==> src/rtl/md_pad_emu.sv <==
// Megadrive DB9 splitter plus two pads, device side.
// The host drives select (joy_mdsel) and the splitter port (joy_split).
// The emulator answers on a 6-bit active-low bus from two 12-bit button
// vectors, each laid out as [11:0] = M Z Y X S C B A U D L R.
// A 6-button pad reports its extra buttons on the third low/high select pair.
module md_pad_emu #(
   parameter int TIMEOUT     = 8192,  // idle clk cycles before the low-phase count returns to idle
   parameter int SYNC_STAGES = 2      // synchroniser depth for the host lines (2..3)
) (
   input  logic        clk,
   input  logic        reset,
   input  logic        joy_mdsel,
   input  logic        joy_split,
   input  logic [11:0] joystick1,
   input  logic [11:0] joystick2,
   input  logic [1:0]  pad_6btn,
   output logic [5:0]  joy_out,
   output logic [2:0]  phase
);

   // Timer width holds TIMEOUT-1, the saturation value.
   localparam int              TW        = $clog2(TIMEOUT);
   localparam logic [TW-1:0]   TIMER_MAX = TW'(TIMEOUT - 1);

   // Low-phase count: idle, then one state per select falling edge,
   // saturating at the fourth low phase.
   typedef enum logic [2:0] {
      PH_IDLE = 3'd0,
      PH_1    = 3'd1,
      PH_2    = 3'd2,
      PH_3    = 3'd3,
      PH_4    = 3'd4
   } phase_t;

   phase_t                   state_reg;
   phase_t                   state_next;
   logic [TW-1:0]            timer_reg;
   logic [TW-1:0]            timer_next;

   logic [SYNC_STAGES-1:0]   sel_sync_reg;
   logic [SYNC_STAGES-1:0]   split_sync_reg;
   logic                     sel_s;
   logic                     split_s;
   logic                     sel_s_d_reg;
   logic                     fall;
   logic                     expire;

   logic [11:0]              pad_vec [2];
   logic [5:0]               raw_sel;
   logic [5:0]               joy_out_reg;

   // ------------------------------------------------------------------
   // Host line synchronisers. Flops idle high so that reset looks like an
   // idle host with select high and no edge pending.
   // ------------------------------------------------------------------

   // Shift the asynchronous select and split pins through the sync chains.
   always_ff @(posedge clk) begin
      if (reset) begin
         sel_sync_reg   <= '1;
         split_sync_reg <= '1;
         sel_s_d_reg    <= 1'b1;
      end else begin
         sel_sync_reg   <= {sel_sync_reg[SYNC_STAGES-2:0], joy_mdsel};
         split_sync_reg <= {split_sync_reg[SYNC_STAGES-2:0], joy_split};
         sel_s_d_reg    <= sel_s;
      end
   end

   assign sel_s   = sel_sync_reg[SYNC_STAGES-1];
   assign split_s = split_sync_reg[SYNC_STAGES-1];
   assign fall    = sel_s_d_reg & ~sel_s;
   assign expire  = (timer_reg == TIMER_MAX);

   // ------------------------------------------------------------------
   // Phase counter and idle timer, shared by both pads so that the split
   // line only steers the data mux and never disturbs the sequence.
   // ------------------------------------------------------------------

   // Register the phase state and the idle timer.
   always_ff @(posedge clk) begin
      if (reset) begin
         state_reg <= PH_IDLE;
         timer_reg <= '0;
      end else begin
         state_reg <= state_next;
         timer_reg <= timer_next;
      end
   end

   // Next phase: a falling edge advances (or restarts from idle / after an
   // expiry in the same cycle); an expired timer alone drops back to idle.
   always_comb begin
      state_next = state_reg;
      timer_next = timer_reg;
      if (fall) begin
         timer_next = '0;
         if (state_reg == PH_IDLE || expire) begin
            state_next = PH_1;
         end else begin
            case (state_reg)
               PH_1:    state_next = PH_2;
               PH_2:    state_next = PH_3;
               default: state_next = PH_4;
            endcase
         end
      end else begin
         if (expire) begin
            state_next = PH_IDLE;
         end else begin
            timer_next = timer_reg + 1'b1;
         end
      end
   end

   assign phase = state_reg;

   // ------------------------------------------------------------------
   // Per-pad data decode. Raw values are active-high; bits the protocol
   // forces low on the bus are 1 here and flip low at the output.
   // The updated phase is used so the data matches the edge just taken.
   // ------------------------------------------------------------------

   assign pad_vec[0] = joystick1;
   assign pad_vec[1] = joystick2;

   genvar gi;
   generate
      for (gi = 0; gi < 2; gi++) begin : g_pad
         logic [11:0] j;
         logic        six;
         logic [5:0]  raw;

         assign j   = pad_vec[gi];
         assign six = pad_6btn[gi];

         // Choose this pad's raw nibble from select level, phase and mode.
         always_comb begin
            raw = 6'b000000;
            if (sel_s) begin
               if (state_next == PH_3 && six) begin
                  raw = {j[6], j[5], j[10], j[9], j[8], j[11]};   // C B Z Y X M
               end else begin
                  raw = {j[6], j[5], j[3], j[2], j[1], j[0]};     // C B U D L R
               end
            end else begin
               if (!six || state_next == PH_IDLE || state_next == PH_1 ||
                   state_next == PH_2) begin
                  raw = {j[7], j[4], j[3], j[2], 2'b11};          // S A U D, pad id low
               end else if (state_next == PH_3) begin
                  raw = {j[7], j[4], 4'b1111};                    // 6-button id, all low
               end else begin
                  raw = {j[7], j[4], 4'b0000};                    // S A, rest released
               end
            end
         end
      end
   endgenerate

   assign raw_sel = split_s ? g_pad[1].raw : g_pad[0].raw;

   // Register the inverted data onto the active-low bus.
   always_ff @(posedge clk) begin
      if (reset) begin
         joy_out_reg <= 6'h3F;
      end else begin
         joy_out_reg <= ~raw_sel;
      end
   end

   assign joy_out = joy_out_reg;

endmodule
==> config.mk <==
export PLATFORM = sky130hd
export DESIGN_NAME = md_pad_emu
export DESIGN_NICKNAME = d
export VERILOG_FILES = /design/src/rtl/md_pad_emu.sv
export SDC_FILE = /design/constraint.sdc
export NUM_CORES = 1
export LEC_CHECK = 0
export CAP_MARGIN = 20
export CORE_ASPECT_RATIO = 1.5
export CORE_MARGIN = 2
export CORE_UTILIZATION = 40
export CTS_CLUSTER_DIAMETER = 100
export DETAILED_ROUTE_END_ITERATION = 12
export PLACE_DENSITY = 0.74
export SLEW_MARGIN = 20
export SYNTH_ARGS = -nofsm -noshare
export SYNTH_HDL_FRONTEND = slang
export SYNTH_SLANG_ARGS = --single-unit
==> constraint.sdc <==
create_clock -name clk -period 2.7 [get_ports clk]
set_input_delay 0.405 -clock clk [delete_from_list [all_inputs] [get_ports clk]]
set_output_delay 0.405 -clock clk [all_outputs]
set_load 0.1 [all_outputs]
### After elaboration in Yosys (flattened, before gate mapping)

Cells that the tools add are included.

| cells by class | value |
|---|---|
| $add $sub $neg | 1 |
| multiply operators | 0 |
| divide/modulo/power cells | 0 |
| magnitude comparators | 0 |
| equal/unequal tests | 6 |
| shift-type cells | 0 |
| multiplexer cells | 13 |
| bitwise gates (word level) | 3 |
| reduce and logical (&&, ||, !) cells | 14 |

Operators with widths:

| kind | count |
|---|---|
| $mux W4 | 6 |
| $mux W6 | 3 |
| $add A13 B1 Y13 const B | 1 |
| $eq A13 B13 Y1 const B | 1 |
| $eq A3 B2 Y1 const B | 3 |
| $mux W3 | 3 |
| $logic_or A1 B1 Y1 | 7 |
| $eq A3 B1 Y1 const B | 2 |
| $logic_not A3 Y1 | 2 |
| $not A6 Y6 | 1 |
| $pmux W3 S2 | 1 |
| $logic_and A1 B1 Y1 | 2 |
| $logic_not A1 Y1 | 2 |
| $reduce_or A2 Y1 | 1 |
| $and A1 B1 Y1 | 1 |
| $not A1 Y1 | 1 |

| storage, ports and cells | value |
|---|---|
| register bits after elaboration | 27 |
| latch bits | 0 |
| bits in writable memories | 0 |
| ROM bits | 0 |
| input bits | 30 |
| output and inout bits | 9 |
| logic and storage cells | 43 |
| memories kept | 0 |

### Longest topological paths before layout

| depth | value |
|---|---|
| depth after elaboration | 12 |
| depth in mapped cells | 8 |
| mapped depth without buffers | 6 |

### Worst setup path before layout

Ideal clock, no wire load.

| timing path | value |
|---|---|
| kind | flip-flop to flip-flop |
| start point | register state_reg[0] (netlist: phase[0]) |
| end point | register joy_out_reg[2] (netlist: joy_out[2]) |
| setup time | 0.122 ns |
| data arrival time | 2.062 ns |
| required time | 2.578 ns |
| path slack | 0.516 ns |
| cell stages (with the launch flop) | 6 |
| path buffers | 1 |
| period minus slack after synthesis | 2.184 ns |
| cells stage by stage | dfxtp_1 > clkbuf_1 > xor2_1 > nand4_1 > a21boi_1 > o32a_1 |

| on the way | value |
|---|---|
| word-level cells in the longest chain between the ends | 12 |
| elaborated cells between the ends (all ways) | 30 |
| classes of those cells | eq/ne (5); mux (13); bitwise (1); reduce/logical (11) |

RTL lines:

| what | RTL line | RTL |
|---|---|---|
| from (decl) | 35 | `phase_t state_reg;` |
| from (signal assigned) | 86 | `state_reg <= state_next;` |
| $eq A3 B2 Y1 (tied with other cells) | 101 | `case (state_reg)` |
| $pmux W3 S2 / $logic_or A1 B1 Y1 (equally long branches) | 101, 98 |  |
| $mux W3 | 98 | `if (state_reg == PH_IDLE \|\| expire) begin` |
| $mux W3 * | 96 | `if (fall) begin` |
| $logic_not A3 Y1 | 147 | `if (!six \|\| state_next == PH_IDLE \|\| state_next == PH_1 \|\|` |
| $logic_or A1 B1 Y1 (3 in series) | 147 |  |
| $mux W4 | 147 |  |
| $mux W6 | 140 | `if (sel_s) begin` |
| $mux W6 * | 160 | `assign raw_sel = split_s ? g_pad[1].raw : g_pad[0].raw;` |
| $not A6 Y6 * | 167 | `joy_out_reg <= ~raw_sel;` |
| to (signal assigned) | 167 |  |
| to (decl) | 50 | `logic [5:0] joy_out_reg;` |

Mark *: on every way between the ends. The rest lies on a longest branch, timed or not.
A chain may end at the register's enable or synchronous reset.

### Final worst setup path

| timing path | value |
|---|---|
| start point | register timer_reg[0] |
| end point | register joy_out_reg[3] (netlist: joy_out[3]) |

| on the way | value |
|---|---|
| word-level cells in the longest chain between the ends | 12 |
| elaborated cells between the ends (all ways) | 27 |
| classes of those cells | eq/ne (4); mux (12); bitwise (1); reduce/logical (10) |

RTL lines:

| what | RTL line | RTL |
|---|---|---|
| from (decl) | 37 | `logic [TW-1:0] timer_reg;` |
| from (signal assigned) | 87 | `timer_reg <= timer_next;` |
| $eq A13 B13 Y1 * | 73 | `assign expire = (timer_reg == TIMER_MAX);` |
| $logic_or A1 B1 Y1 | 98 |  |
| $mux W3 | 98 |  |
| $mux W3 * | 96 |  |
| $logic_not A3 Y1 | 147 |  |
| $logic_or A1 B1 Y1 (3 in series) | 147 |  |
| $mux W4 | 147 |  |
| $mux W6 | 140 |  |
| $mux W6 * | 160 |  |
| $not A6 Y6 * | 167 |  |

Marks and branches as above.

==> metrics.md <==
| Metric | Value |
|---|---|
| WHS Path Cells | 1 |
| CP Max Fanout | 21 |
| Largest net degree at the start of global routing | 22 |
| CTS tree | yes |
| Worst Skew | 0.00415 ns |
| Detail Placement HPWL | 2.37 mm |
| Post-synthesis xor/xnor area fraction | 6.73% |
| Post-Synth Adder-Cell Area | 0.962% |
| RR Endpoint | joy_out[3] |
| Layout cells sized above 1 | 15.7% |
| Largest cells by area after synthesis | dfxtp_1 42%, nor2_1 5.2%, xor2_1 4.7% |
| Cell Pwr Density | 463 nW/µm² |
| Worst min-delay path category | flop to flop |
| Post-synth EDFFs | 0 |
| WL/cell | 14.0 µm |
| Arr. time, crit path | 2.20 ns |
| Count leader, synth | dfxtp_1 |
| Vias in the first global route | 1187 |
| Mapped Nets | 173 |
| RSZ-0062 raised after global routing | no |
| Root Driver | clkbuf_8 |
| Yosys Warn Count | 0 |
| Part of the cycle the worst path needs | 73.6% |
| CP delay by family, top | simple AND/OR/NAND/NOR gates |
| Post-synth ARST share | 0% |
| Critical Path RT | 2.92 ns |
| Syn Std Cell Area | 1300 µm² |
| Final setup TNS | 0 ns |
| Row count | 25 |
| Reg2reg setup slack | 0.71 ns |
| CP startpoint kind | flop |
| Crit. End Element | flop |
| Final Util | 55.0% |
| DRC violations left | 0 |
| Setup repair bufs after CTS | 0 |
| DIE AREA | 3730 µm² |
| Max Cap Viol | 0 |
| Post-Syn Area per Cell | 9.16 µm² |
| Largest stage delay, worst path | 0.58 ns |
| Synth top area share | 41.5% |
| Launch point of the worst reg-to-reg path | timer_reg[0] |
| Initial antenna violation count | 0 |
| Multiplexer share of the synthesized area | 3.46% |
| Main combinational cell family by area after synthesis | simple AND/OR/NAND/NOR gates |
| Core area | 3130 µm² |
| Post-synthesis sequential area ratio | 41.5% |
| CTS buffer count | 3 |
| H-tree Lvls | 1 |
| Final Critical Period | 1.99 ns |
| Post-route ant nets | 0 |
| Crit-path cells | ha_1, nand3_1, or4_4, and4_2, o32ai_1, o32a_1 |
| Top post-synthesis cells by count | 27 x dfxtp_1, 18 x nor2_1, 8 x nand4_1 |
| Nets | 210 |
| Post-Route WL | 3.05 mm |
| Synth Register Bits | 27 |
| Clk_lat worst skew | 0.27 ns |
| Compound-Gate Fraction of Synth Area | 13.9% |
| Post-synthesis cell count | 142 |
| Simple-gate share of the synthesized area | 29.1% |
| Fmax | 503 MHz |
| Clock Path Buffers | 2 |
| PortBufs | 38 |
| Hold Startpoint | sel_sync_reg[0] |
| DR vias | 1191 |
| Gpl congestion | 0.836 |
| GRT Total Usage | 17.1% |
| Resized Gates After CTS | 0 |
| Status | finished, final reports clean |
| Main flop type after synthesis | dfxtp_1 |
| I/O pin cnt | 39 |
| Antenna Cells | 0 |
| Final setup viols | 0 |
| Kind of critical path | flop to flop |
| Number of vias per cell | 5.46 |
| CTS clk-pin slew, worst paths | 0.09 ns |
| First-pass GRT wire length | 5.00 mm |
| Post-synthesis cell type count | 37 |
| Worst Hold Endpoint | sel_sync_reg[1] |
| Worst reg-to-reg path cell count | 6 |
| CTS hold repair buffers | 0 |
| P_leak | 0.630 nW |
| Worst-margin pin slew | 0.740 ns |
| Max Transition Viols Final | 0 |
| Grt ovf | 0 |
| Cell taking the most area after synthesis | dfxtp_1 |
| Die height | 73.9 µm |
| Area growth syn-to-layout | 32.1% |
| Initial core utilization | 41.6% |
| Max reg flops | 13 |
| Max VDD drop | 0.267 mV |
| Final hold violations | 0 |
| Sink Count | 27 |
| Die X | 50.6 µm |
| CP bufs+invs | 0 |
| Worst path slowest cell | or4_4 |
| Relative slew slack | 50.2% |
| DR pass1 iterations | 4 |
| Drt first-iter violations | 35 |
==> final cells by class <==
cell class                      count  area (µm²)
Inverter                            3        11.3
Clock buffer                        3        41.3
Sequential cell                    27         541
Multi-Input combinational cell    105         706
Fill cell                         296        1410
Tap cell                           40        50.0
Clock inverter                      1        5.00
Timing Repair Buffer               39         365
==> layer usage <==
layer | vias up | global-route usage [%] | part of all wire [%]
li1 | 597 | - | -
met1 | 559 | 16.5 | 38
met2 | 31 | 35.7 | 56
met3 | 4 | 2.03 | 5.0
met4 | 0 | 6.31 | 1.2
met5 | - | 0 | 0
==> placed cells by master (no fill, tap or decap), types with 4 or more instances in the layout <==
cell / instances
nor2_1: 18
nand2_1: 5
nand3b_1: 5
a31oi_1: 6
buf_4: 10
o22ai_1: 4
clkdlybuf4s50_1: 29
nand3_1: 4
xor2_1: 7
nor3_1: 4
or2_2: 6
dfxtp_1: 27
nand4_1: 8
==> worst register-to-register path: stages (launching register included) <==
cell and delay [ns]:
dfxtp_1 0.38, ha_1 0.23, nand3_1 0.15, or4_4 0.58, and4_2 0.27, o32ai_1 0.15
o32a_1 0.18
==> metrics by stage <==
stage / std cells / instance area [µm²] / power [mW] / setup WS, ns / hold slack [ns]
2_1_floorplan: 142 / 1300 / 0.522 / 0.516 / 0.389
3_3_place_gp: 214 / 1670 / 0.584 / 0.815 / 0.393
3_5_place_dp: 214 / 1670 / 0.586 / 0.733 / 0.398
4_1_cts: 218 / 1720 / 0.807 / 0.715 / 0.418
5_1_grt: 218 / 1720 / 0.834 / 0.566 / 0.436
6_report: 218 / 1720 / 0.796 / 0.713 / 0.415
==> logic make-up (layout without fill, tap and decap cells) <==
family,after synthesis,after routing
AO/OA/AOI/OAI,26,26
XOR/XNOR,10,10
adder cells (fa/ha/maj),1,1
buffers and inverters,10,46
flip-flops,27,27
multiplexers,2,2
AND/OR/NAND/NOR,66,66
==> how the worst max path moves through the flow <==
stage            startpoint    endpoint  slack [ns]  cells past startpoint
3_3_place_gp   timer_reg[0]  joy_out[2]        0.82                      6
3_5_place_dp   timer_reg[0]  joy_out[3]        0.73                      6
2_1_floorplan      phase[0]  joy_out[2]        0.52                      5
6_report       timer_reg[0]  joy_out[3]        0.71                      6
4_1_cts        timer_reg[0]  joy_out[3]        0.72                      6
5_1_grt        timer_reg[0]  joy_out[2]        0.57                      6
==> report_power, final <==
part	leakage (nW)	internal, mW	switching, mW
logic	0.384	0.0677	0.0886
clock network	0.0255	0.103	0.116
registers	0.221	0.412	0.00839
total	0.630	0.583	0.213
No activity file was read; power rests on OpenSTA's default activity.
